## src/rtl/matrix_operand_loader.sv

```systemverilog
`timescale 1ns/1ps
// Producer side of the matrix-multiply operand interface: packs a frame of operand
// words into the flat operand bus, fires a one-cycle start strobe, then freezes the operands.
module matrix_operand_loader #(
  parameter int MAT1_HEIGHT = 2,
  parameter int MAT1_WIDTH  = 2,
  parameter int MAT2_WIDTH  = 2,
  parameter int MAX_WORDS   = 18,
  parameter int HOLD_CYCLES = 4
) (
  input  logic                   clk,
  input  logic                   aresetn,
  input  logic                   in_valid,
  input  logic [31:0]            in_data,
  input  logic                   in_last,
  output logic                   in_ready,
  input  logic                   clear,
  output logic [32*MAX_WORDS-1:0] matrix_inputs,
  output logic [31:0]            ready_signal,
  output logic                   busy,
  output logic                   frame_err,
  output logic [15:0]            frame_cnt
);

  // State table
  //   state   | meaning
  //   ST_LOAD | accepting operand words into slots
  //   ST_FIRE | single-cycle start strobe to the multiplier
  //   ST_HOLD | operands frozen while the multiplier computes
  localparam int NUM_WORDS = MAT1_HEIGHT*MAT1_WIDTH + MAT1_WIDTH*MAT2_WIDTH;
  localparam int IDX_W     = (NUM_WORDS > 1) ? $clog2(NUM_WORDS) : 1;
  localparam int HOLD_W    = (HOLD_CYCLES > 1) ? $clog2(HOLD_CYCLES) : 1;
  localparam logic [IDX_W-1:0]  LAST_IDX  = IDX_W'(NUM_WORDS-1);
  localparam logic [HOLD_W-1:0] HOLD_LOAD = HOLD_W'(HOLD_CYCLES-1);

  typedef enum logic [1:0] {ST_LOAD, ST_FIRE, ST_HOLD} state_t;

  state_t            state;
  logic [IDX_W-1:0]  idx;
  logic [HOLD_W-1:0] hold_cnt;
  logic [31:0]       slot_q [NUM_WORDS];

  // Gated by reset so the source never sees a handshake while the block is held in reset.
  assign in_ready = (state == ST_LOAD) && aresetn;

  always_comb begin
    matrix_inputs = '0;
    for (int k = 0; k < NUM_WORDS; k++) begin
      matrix_inputs[k*32 +: 32] = slot_q[k];
    end
  end

  always_ff @(posedge clk or negedge aresetn) begin
    if (!aresetn) begin
      state        <= ST_LOAD;
      idx          <= '0;
      hold_cnt     <= '0;
      ready_signal <= '0;
      busy         <= 1'b0;
      frame_err    <= 1'b0;
      frame_cnt    <= '0;
      for (int k = 0; k < NUM_WORDS; k++) begin
        slot_q[k] <= '0;
      end
    end else if (clear) begin
      // Slots and frame count survive an abort; only the frame in progress is dropped.
      state        <= ST_LOAD;
      idx          <= '0;
      hold_cnt     <= '0;
      ready_signal <= '0;
      busy         <= 1'b0;
      frame_err    <= 1'b0;
    end else begin
      case (state)
        ST_LOAD: begin
          if (in_valid) begin
            slot_q[idx] <= in_data;
            if (idx == LAST_IDX) begin
              idx <= '0;
              if (in_last) begin
                state        <= ST_FIRE;
                ready_signal <= 32'd1;
                busy         <= 1'b1;
                frame_cnt    <= frame_cnt + 16'd1;
              end else begin
                frame_err <= 1'b1;
              end
            end else if (in_last) begin
              idx       <= '0;
              frame_err <= 1'b1;
            end else begin
              idx <= idx + IDX_W'(1);
            end
          end
        end
        ST_FIRE: begin
          ready_signal <= '0;
          hold_cnt     <= HOLD_LOAD;
          state        <= ST_HOLD;
        end
        ST_HOLD: begin
          if (hold_cnt == '0) begin
            state <= ST_LOAD;
            busy  <= 1'b0;
          end else begin
            hold_cnt <= hold_cnt - HOLD_W'(1);
          end
        end
        default: begin
          state <= ST_LOAD;
          busy  <= 1'b0;
        end
      endcase
    end
  end

endmodule
```

## config.mk

```make
export PLATFORM = sky130hd
export DESIGN_NAME = matrix_operand_loader
export DESIGN_NICKNAME = d
export VERILOG_FILES = /design/src/rtl/matrix_operand_loader.sv
export SDC_FILE = /design/constraint.sdc
export NUM_CORES = 1
export LEC_CHECK = 0
export ABC_AREA = 1
export CAP_MARGIN = 20
export CELL_PAD_IN_SITES_DETAIL_PLACEMENT = 0
export CELL_PAD_IN_SITES_GLOBAL_PLACEMENT = 2
export CORE_AREA = 4 4 258 260
export CTS_CLUSTER_SIZE = 40
export DETAILED_ROUTE_END_ITERATION = 16
export DIE_AREA = 0 0 262 264
export PLACE_DENSITY_LB_ADDON = 0.1
export SYNTH_ARGS = -nofsm -noshare
export SYNTH_HDL_FRONTEND = slang
export SYNTH_SLANG_ARGS = --single-unit
```

## constraint.sdc

```tcl
create_clock -name clk -period 3.3 [get_ports clk]
set_input_delay 0.66 -clock clk [delete_from_list [all_inputs] [get_ports clk]]
set_output_delay 0.66 -clock clk [all_outputs]
set_load 0.03 [all_outputs]
```

# Word level (Yosys, flattened, before mapping)
# Cells that the tools add are included.
[classes] n_lt_le_gt_ge=2 mux=33 eq_ne=10 bitwise_logic=2 add_sub_neg=3 reduce_logical=17
[op_table] op="$bwmux W256" n=1
[op_table] op="$mux W32" n=5
[op_table] op="$demux W32 S3" n=1
[op_table] op="$pmux W32 S2" n=1
[op_table] op="$add A16 B1 Y16 const B" n=1
[op_table] op="$mux W3" n=5
[op_table] op="$ne A3 B3 Y1 const B" n=5
[op_table] op="$mux W2" n=7
[op_table] op="$reduce_and A4 Y1" n=3
[op_table] op="$mux W1" n=10
[op_table] op="$reduce_and A5 Y1" n=2
[op_table] op="$reduce_bool A3 Y1" n=3
[op_table] op="$pmux W2 S3" n=1
[op_table] op="$ge A4 B4 Y1 const B" n=1
[op_table] op="$logic_not A2 Y1" n=2
[op_table] op="$lt A4 B1 Y1 const B" n=1
[op_table] op="$not A3 Y4" n=1
[op_table] op="$pmux W2 S2" n=1
[op_table] op="$reduce_and A2 Y1" n=2
[op_table] op="$reduce_bool A2 Y1" n=2
[op_table] op="$add A3 B1 Y3 const B" n=1
[op_table] op="$eq A3 B3 Y1 const B" n=1
[op_table] op="$ne A3 B2 Y1 const B" n=1
[op_table] op="$pmux W1 S3" n=1
[op_table] op="other kinds (7)" n=8
[word_totals] out_inout_bits=627 elab_cells=82 ff_bits=313

# Depth between registers and ports, before layout
# Gate-level depths: netlist (run 1).
[depth] word_depth=6 depth_mapped=10 depth_no_buf=10

# Least setup slack after synthesis (run 1)
# OpenSTA, ideal clock, no wires.
[synth_timing] path_kind="input-to-output" from="in aresetn" to="out in_ready" slack_ns=1.543 arrival_time_ns=1.097 t_required_ns=2.640 cell_stages=2 cell_sequence="inv_1 nor2_1"
[synth_between] elab_chain_cells=1
[synth_lines] element="from (decl)" line_no="12" source="input logic aresetn,"
[synth_lines] element="$logic_and A1 B1 Y1" line_no="44" source="assign in_ready = (state == ST_LOAD) && aresetn;"
[synth_lines] element="to (decl)" line_no="16" source="output logic in_ready,"
# Every way passes these cells.

# Worst setup path after layout (run 1)
# Ends and elaborated chain as after synthesis.

==> impl_metrics.tcl, run 1 <==
set metrics [dict create \
    post-place-cells 2511 \
    syn-instance-count 1388 \
    fill_cells 6884 \
    antenna_cells 0 \
    route.detailed.drc 0 \
    grt_pass1_wl_um 64200 \
    ys_top_cells_by_area "dfrtp_1 53%, buf_4 20%, nand2_1 8.9%" \
    io-pin-count 664 \
    syn_to_final_growth_pct 28.8 \
    cp_max_fo 24 \
    core_mm2 0.0641 \
    path_clk_slew_ns 0.05 \
    yosys_register_bits 282 \
    outcome "finished, final reports clean" \
    num_rows 93 \
    drv_slew 0 \
    total_leakage_power_nw 8.10 \
    fin_crit_ns 2.97 \
    grt_max_degree 146 \
    root_buffer "clkbuf_16" \
    rr_worst_depth 9 \
    drt-total-wl_um 44700 \
    cts_num_sinks 282 \
    port_buffers 312 \
    vias_per_cell 3.48 \
    maxClockFrequency_mhz 337 \
    synth_cell_types 28 \
    tightest_slew_ns 0.985 \
    synth-edff-count 0 \
    drt_iter0_markers 431 \
    yosysMostFrequentCell "buf_4" \
    crit_path_end_kind "output pin" \
    fp.dieArea_mm2 0.0692 \
    period_share_pct 90.0 \
    fin_util_pct 26.8 \
    clk_latency_ns 0.55 \
    die_y_um 264 \
    grt_pass1_vias 8853 \
    via_count 8977 \
    hp-class "reg2reg" \
    hold_depth 2 \
    slew_headroom_pct 34.3 \
    numCtsBuffers 38 \
    layout.nets 1738 \
    yosys_most_used_dff "dfrtp_1" \
    die_w_um 262 \
    critPathKind "in2out" \
    post_cts_buffers 0 \
    overflow 0 \
    antenna_found_initial 0 \
    critPathArrivalTime_ns 2.31 \
    setup_tns_ns 0 \
    dr.pass1.iters 4 \
    clock_skew_ns 0.0203 \
    wl_per_cell_um 17.4 \
    antenna_left 0 \
    syn-cell-area_mm2 0.0133 \
    cap_violations 0 \
    crit_required_ns 2.64 \
    timing_hold_violations_final 0 \
    peakVddDrop_uv 321 \
    synthArstFlopShare_pct 100 \
    post_synth.cell_area_avg_um2 9.59 \
    yosys-top-cells-count "353 x buf_4, 314 x nand2_1, 282 x dfrtp_1" \
    cts-resized-gates 0 \
    drive_gt1_share_pct 6.04 \
    rsz0062_at_grt "false" \
    yosys_warnings 0 \
    setup_ws_ns 0.329 \
    yosysTopAreaCell "dfrtp_1" \
    fin_hold_ws_ns 0.478 \
    setup_viol 0 \
    place_congestion 0.682 \
    start_util_pct 20.8 \
    cts_tree "yes" \
    start_kind "input port" \
    p_per_area_mw_per_mm2 628 \
    synth.top_cell.area_share_pct 53.0 \
    ys_seq_area_share_pct 53.0 \
    clockBufferDepth 3 \
    post-place-ws_ns 0.626 \
    grtUsageTotal_pct 12.4 \
    ctsHtreeMaxLevel 2 \
    fin_cells 2577 \
    dp_hpwl_um 31200 \
]
## flip-flops by register name, indices dropped and copies added (netlist names)
register,count
ready_signal,1
state,2
matrix_inputs,256
frame_cnt,16
hold_cnt,2
idx,3
frame_err,1
busy,1
## cell usage in the layout, fill, tap and decap left out, types with 7 or more instances in the layout
master / Yosys / final
dfrtp_1: 282 / 282
clkbuf_1: 14 / 13
conb_1: 1 / 351
o21ai_1: 49 / 49
nand2_1: 314 / 314
o21ai_2: 32 / 32
o21ai_0: 186 / 186
nand3b_1: 7 / 7
clkbuf_16: 0 / 39
nand2_4: 7 / 7
inv_1: 55 / 55
nor2_1: 26 / 26
clkdlybuf4s50_1: 0 / 311
## through the flow
step | area, µm² | power [W]
finish | 17200 | 0.0108
global route | 17200 | 0.0113
CTS | 17200 | 0.0110
detailed placement | 16000 | 0.00695
global placement | 16000 | 0.00694
floorplan | 14600 | 0.00604
## path summary, 6_finish.rpt
kind,start,endpoint,slack (ns)
worst max-delay path,aresetn,in_ready,0.33
worst min-delay path,busy$_DFFE_PN0P_,busy$_DFFE_PN0P_,0.48
worst max register to register,idx[0]$_DFFE_PN0P_,frame_cnt[8]$_DFFE_PN0P_,1.23
worst min register to register,busy$_DFFE_PN0P_,busy$_DFFE_PN0P_,0.48
max in group asynchronous,aresetn,matrix_inputs[249]$_DFFE_PN0P_,0.94
min in group asynchronous,aresetn,matrix_inputs[202]$_DFFE_PN0P_,0.54
## layer usage
layer	part of all wire [%]	wire, µm	global-route usage [%]	up-vias
li1	-	-	-	4359
met1	42	19000	15.7	4236
met2	49	21800	21.0	324
met3	6.6	2960	3.02	58
met4	2.1	957	3.27	0
met5	0	0	0	-
## cells by family (layout without fill, tap and decap cells)
group | Yosys count | count (layout) | share of synthesized area (%)
adders and majority gates | 4 | 4 | 0.376
other | 1 | 351 | 0.0282
and+or+nand+nor | 371 | 371 | 11.6
xor gates and xnor gates | 6 | 6 | 0.395
AOI/OAI and AO/OA | 269 | 269 | 11.0
DFF | 282 | 282 | 53.0
buffers and inverters | 455 | 439 | 23.5
## critical path, cell delays in order
cell,delay [ns]
dlygate4sd3_1,0.56
buf_8,0.22
inv_1,0.06
nor2_1,0.10
clkdlybuf4s50_1,0.68
## cell type report
class,instances,area [µm²],area share (%)
Multi-Input combinational cell,1001,4440,25.9
Sequential cell,282,7060,41.1
Tap cell,855,1070,6.24
Inverter,56,210,1.23
Clock buffer,58,1110,6.46
Timing Repair Buffer,318,3210,18.7
Clock inverter,7,57.6,0.336
## report_power, final
| part | switching [W] | internal [W] | total, W |
|---|---|---|---|
| Sequential | 0.000204 | 0.00384 | 0.00404 |
| Combinational | 0.00197 | 0.000828 | 0.00280 |
| Clock | 0.00161 | 0.00231 | 0.00392 |
| Total | 0.00379 | 0.00698 | 0.0108 |
## timing repair
item,in CTS,in global routing
endpoints found under the hold margin,22,0
endpoints found under the setup margin,0,0
hold buffers,1,0
Power figures use the tool's default switching activity.
==> inputs of run 2 (changes only) <==
--- a/config.mk
+++ b/config.mk
@@ -10,6 +10,7 @@
 export CELL_PAD_IN_SITES_DETAIL_PLACEMENT = 0
 export CELL_PAD_IN_SITES_GLOBAL_PLACEMENT = 2
 export CORE_AREA = 4 4 258 260
+export CTS_CLUSTER_DIAMETER = 200
 export CTS_CLUSTER_SIZE = 40
 export DETAILED_ROUTE_END_ITERATION = 16
 export DIE_AREA = 0 0 262 264
==> run 2 against run 1 <==
Register-to-register slack worse by 0.03 ns. First-iteration DRC count up 2.3%. Setup slack worse by 0.0018 ns. Critical path depth is the same. Final cell count shrank 2.0%. Non-clock buffer count did not move. Fmax hardly changed. Highest routed layer unchanged.
==> impl_metrics.tcl, run 2 (synthesis gave the netlist of run 1 again) <==
set metrics [dict create \
    vias_per_cell 3.47 \
    tightest_slew_ns 0.886 \
    port_buffers 312 \
    cp_max_fo 24 \
    place_congestion 0.682 \
    drive_gt1_share_pct 3.89 \
    peakVddDrop_uv 315 \
    die_y_um 264 \
    clock_skew_ns 0.0362 \
    seqPwrFrac_pct 46.3 \
    numCtsBuffers 11 \
    post_cts_buffers 0 \
    reg2reg_from "idx[0]$_DFFE_PN0P_" \
    post-place-cells 2511 \
    critPathMaxStageDelay_ns 0.68 \
    rrSetupSlack_ns 1.20 \
    placed_area_mm2 0.0160 \
    crit_required_ns 2.64 \
    io-pin-count 664 \
    combPwrFrac_pct 32.2 \
    setup_tns_ns 0 \
    hold_depth 2 \
    min-delay-start "matrix_inputs[136]$_DFFE_PN0P_" \
    r2r_end "frame_cnt[8]$_DFFE_PN0P_" \
    rr_worst_depth 9 \
    slew_headroom_pct 41.0 \
    setup_viol 0 \
    grt_max_degree 146 \
    clk_latency_ns 0.52 \
    cap_violations 0 \
    rsz0062_at_grt "false" \
    maxClockFrequency_mhz 336 \
    start_kind "input port" \
    num_rows 93 \
    final_area_mm2 0.0163 \
    crit_slowest_cell "clkdlybuf4s50_1" \
    fin_cells 2525 \
    largest_reg_flops 256 \
    antenna_found_initial 0 \
    outcome "finished, final reports clean" \
    holdPathEnd "matrix_inputs[136]$_DFFE_PN0P_" \
    fin_crit_ns 2.97 \
    total_leakage_power_nw 7.68 \
    p_sw_share_pct 39.0 \
    critPathKind "in2out" \
    start_util_pct 20.8 \
    fp.dieArea_mm2 0.0692 \
    total_power_w 0.00870 \
    p_int_w 0.00531 \
    overflow 0 \
    via_count 8759 \
    timing_hold_violations_final 0 \
    drt-total-wl_um 43800 \
    die_w_um 262 \
    clockBufferDepth 3 \
    final_cell_mix "351 x conb_1, 314 x nand2_1, 311 x clkdlybuf4s50_1" \
    grtUsageTotal_pct 12.0 \
    dr.pass1.iters 5 \
    period_share_pct 90.1 \
    p_per_area_mw_per_mm2 533 \
    cts_num_sinks 282 \
    dp_hpwl_um 31200 \
    syn_to_final_growth_pct 22.5 \
    layout.nets 1711 \
    hp-class "reg2reg" \
    antenna_cells 0 \
    grt_pass1_wl_um 63000 \
    critPathArrivalTime_ns 2.31 \
    setup_ws_ns 0.327 \
    ctsHtreeMaxLevel 1 \
    root_buffer "clkbuf_16" \
    drv_slew 0 \
    grt_pass1_vias 8521 \
    route.detailed.drc 0 \
    core_mm2 0.0641 \
    post-place-ws_ns 0.626 \
    crit_path_end_kind "output pin" \
    clkPwrFrac_pct 21.5 \
    final_common_cell "conb_1" \
    crit_chain "dlygate4sd3_1 -> buf_8 -> inv_1 -> nor2_1 -> clkdlybuf4s50_1" \
    p_switching_w 0.00340 \
    drt_iter0_markers 441 \
    cts_tree "yes" \
    wl_per_cell_um 17.4 \
    antenna_left 0 \
    path_clk_slew_ns 0.15 \
]
[run 2: layout make-up]
class	count	area, µm²
flip-flops and latches	282	7060
repair buffers	318	3210
inverters	56	210
fillers	6939	47800
clock buffers	11	275
multi-input cells	1001	4440
well taps	855	1070
clock inverters	2	50.0
[run 2: worst max path at each step]
stage	slack (ns)	endpoint	from
after floorplan	1.54	in_ready	aresetn
after global placement	0.69	matrix_inputs[160]$_DFFE_PN0P_	clear
after detailed placement	0.63	matrix_inputs[89]$_DFFE_PN0P_	clear
after CTS	0.30	in_ready	aresetn
after global routing	0.24	in_ready	aresetn
final	0.33	in_ready	aresetn
[run 2: power by group through the flow]
stage	Sequential (W)	Combinational [W]	Clock, W
floorplan	0.00485	0.00119	0
global placement	0.00410	0.00284	0
detailed placement	0.00410	0.00285	0
CTS	0.00404	0.00285	0.00204
global route	0.00409	0.00299	0.00213
finish	0.00403	0.00280	0.00187
[run 2: per-layer routing]
layer	up-vias	track usage (%)	share of wire (%)
met5	-	0	0
met4	0	1.52	1.1
met3	16	2.50	6.0
met2	301	21.1	50
met1	4178	15.7	43
li1	4264	-	-
[run 2: repair_timing]
item | in CTS | in global routing
hold buffers | 1 | 0
gates resized for setup | 0 | 0
endpoints found under the hold margin | 22 | 0
[run 2: critical path: cells and delay by family]
kind | cells | cell delay, ns
buffers and inverters | 4 | 1.53
and+or+nand+nor | 1 | 0.10
[run 2: through the flow]
step	util, %	hold WS (ns)
after floorplan	-	0.364
after global placement	24.9	0.465
after detailed placement	24.9	0.467
after CTS	25.4	0.504
after global routing	25.4	0.514
final	25.4	0.501
==> inputs of run 3 (changes only) <==
--- a/config.mk
+++ b/config.mk
@@ -9,11 +9,12 @@
 export CAP_MARGIN = 20
 export CELL_PAD_IN_SITES_DETAIL_PLACEMENT = 0
 export CELL_PAD_IN_SITES_GLOBAL_PLACEMENT = 2
-export CORE_AREA = 4 4 258 260
+export CORE_AREA = 4 4 255 257
 export CTS_CLUSTER_DIAMETER = 200
 export CTS_CLUSTER_SIZE = 40
 export DETAILED_ROUTE_END_ITERATION = 16
-export DIE_AREA = 0 0 262 264
+export DIE_AREA = 0 0 259 261
+export DONT_BUFFER_PORTS = 1
 export PLACE_DENSITY_LB_ADDON = 0.1
 export SYNTH_ARGS = -nofsm -noshare
 export SYNTH_HDL_FRONTEND = slang
==> run 3 against run 2 <==
The run now ends with negative hold slack left. Clock skew is 0.013 ns lower. Non-clock buffer count is 316 lower. Critical endpoint unchanged. Final cell count is 13% lower. Core utilization is 4.5 points lower. Flip-flop and latch count stayed put. Critical path depth is 2 lower. Sequential share of layout area is 11 points higher. Largest cell class unchanged. Wire length is 3.2% lower.
==> impl_metrics.tcl, run 3 (synthesis gave the netlist of run 1 again) <==
set metrics [dict create \
    outcome "finished, violations left" \
    violations "negative hold slack" \
    crit_chain "inv_1 -> nand2_1 -> nor2_1" \
    drt_iter0_markers 463 \
    crit_path_end_kind "output pin" \
    timing_hold_violations_final 282 \
    syn_to_final_growth_pct -1.51 \
    peakVddDrop_uv 326 \
    cp_max_fo 4 \
    clock_skew_ns 0.0227 \
    fp.dieArea_mm2 0.0676 \
    cts_num_sinks 282 \
    grt_max_degree 284 \
    place_congestion 0.682 \
    wl_per_cell_um 19.3 \
    io-pin-count 664 \
    final_cell_mix "351 x conb_1, 314 x nand2_1, 282 x dfrtp_1" \
    fin_crit_ns 2.30 \
    maxClockFrequency_mhz 434 \
    rsz0062_at_grt "false" \
    critical_path_buf_inv_count 1 \
    final_area_mm2 0.0131 \
    start_kind "register" \
    placed_area_mm2 0.0128 \
    crit_required_ns 2.64 \
    drv_slew 0 \
    critPathKind "reg2out" \
    vias_per_cell 3.53 \
    numCtsBuffers 11 \
    slew_headroom_pct 44.8 \
    cts-resized-gates 0 \
    total_power_w 0.00785 \
    met1_length_um 16700 \
    fin_hold_ws_ns -0.186 \
    dp_hpwl_um 29600 \
    critPathArrivalTime_ns 1.64 \
    num_rows 92 \
    drive_gt1_share_pct 4.51 \
    post_cts_buffers 0 \
    drt-total-wl_um 42400 \
    die_y_um 261 \
    ctsHtreeMaxLevel 1 \
    clockBufferDepth 3 \
    via_count 7774 \
    setup_tns_ns 0 \
    grtUsageTotal_pct 11.7 \
    top_layer "met4" \
    wl_met3_um 4150 \
    root_buffer "clkbuf_16" \
    layout.nets 1395 \
    dr.pass1.iters 4 \
    p_per_area_mw_per_mm2 598 \
    critPathMaxStageDelay_ns 0.47 \
    fin_util_pct 20.9 \
    die_w_um 259 \
    grt_pass1_wl_um 59500 \
    setup_viol 0 \
    core_mm2 0.0627 \
    grt_pass1_vias 7412 \
    antenna_left 0 \
    route.detailed.drc 0 \
    overflow 0 \
    rrSetupSlack_ns 1.17 \
    hp-class "in2async" \
    largest_reg_flops 256 \
    final_common_cell "conb_1" \
    antenna_found_initial 0 \
    cpLargestDelayFamily "simple AND/OR/NAND/NOR gates" \
    wl_met2_um 21200 \
    port_buffers 0 \
    cap_violations 0 \
    tightest_slew_ns 0.828 \
    total_leakage_power_nw 6.53 \
    clk_latency_ns 0.52 \
    start_util_pct 21.2 \
    cts_tree "yes" \
    path_clk_slew_ns 0.15 \
    crit_slowest_cell "nor2_1" \
    period_share_pct 69.8 \
]
[run 3: final cells by class]
type | instances | area, µm²
Tap cell | 846 | 1060
Multi-Input combinational cell | 1001 | 4440
Clock inverter | 2 | 46.3
Sequential cell | 282 | 7060
Timing Repair Buffer | 2 | 27.5
Inverter | 56 | 210
Clock buffer | 11 | 275
Antenna cell | 1 | 2.50
Fill cell | 6962 | 49600
[run 3: metrics by stage]
| stage | setup slack (ns) | cells |
|---|---|---|
| floorplan | 1.54 | 1738 |
| global placement | 1.04 | 2187 |
| detailed placement | 1.02 | 2187 |
| CTS | 0.908 | 2200 |
| global route | 0.839 | 2200 |
| finish | 0.998 | 2201 |
[run 3: where the power goes]
part / total (W) / switching (W) / internal (W) / leakage [nW]
logic: 0.000968 / 0.000804 / 0.000164 / 2.59
registers: 0.00501 / 0.00120 / 0.00382 / 3.79
clock network: 0.00186 / 0.00122 / 0.000644 / 0.154
total: 0.00785 / 0.00322 / 0.00463 / 6.53
[run 3: metal layers]
metal,global-route usage (%),vias to the layer above
li1,-,3639
met5,0,-
met4,1.78,0
met3,4.21,17
met2,20.1,316
met1,14.6,3802
[run 3: final timing paths]
| kind | start | endpoint | cells after the start |
|---|---|---|---|
| max in group asynchronous | aresetn | matrix_inputs[186]$_DFFE_PN0P_ | 0 |
| worst min register to register | hold_cnt[1]$_DFFE_PN0P_ | hold_cnt[1]$_DFFE_PN0P_ | 2 |
| min in group clk | clear | frame_err$_DFFE_PN0P_ | 1 |
| worst min-delay path | aresetn | matrix_inputs[234]$_DFFE_PN0P_ | 0 |
| worst max register to register | idx[0]$_DFFE_PN0P_ | frame_cnt[14]$_DFFE_PN0P_ | 9 |
| worst max-delay path | state[1]$_DFFE_PN0P_ | in_ready | 3 |
[run 3: worst reg2reg max path: stages (launching register included)]
cell,delay (ns)
dfrtp_1,0.52
ha_1,0.20
ha_1,0.19
nand2_1,0.06
inv_1,0.10
nand3_2,0.23
nor2_1,0.47
nand3_1,0.13
nand2_1,0.09
inv_1,0.04
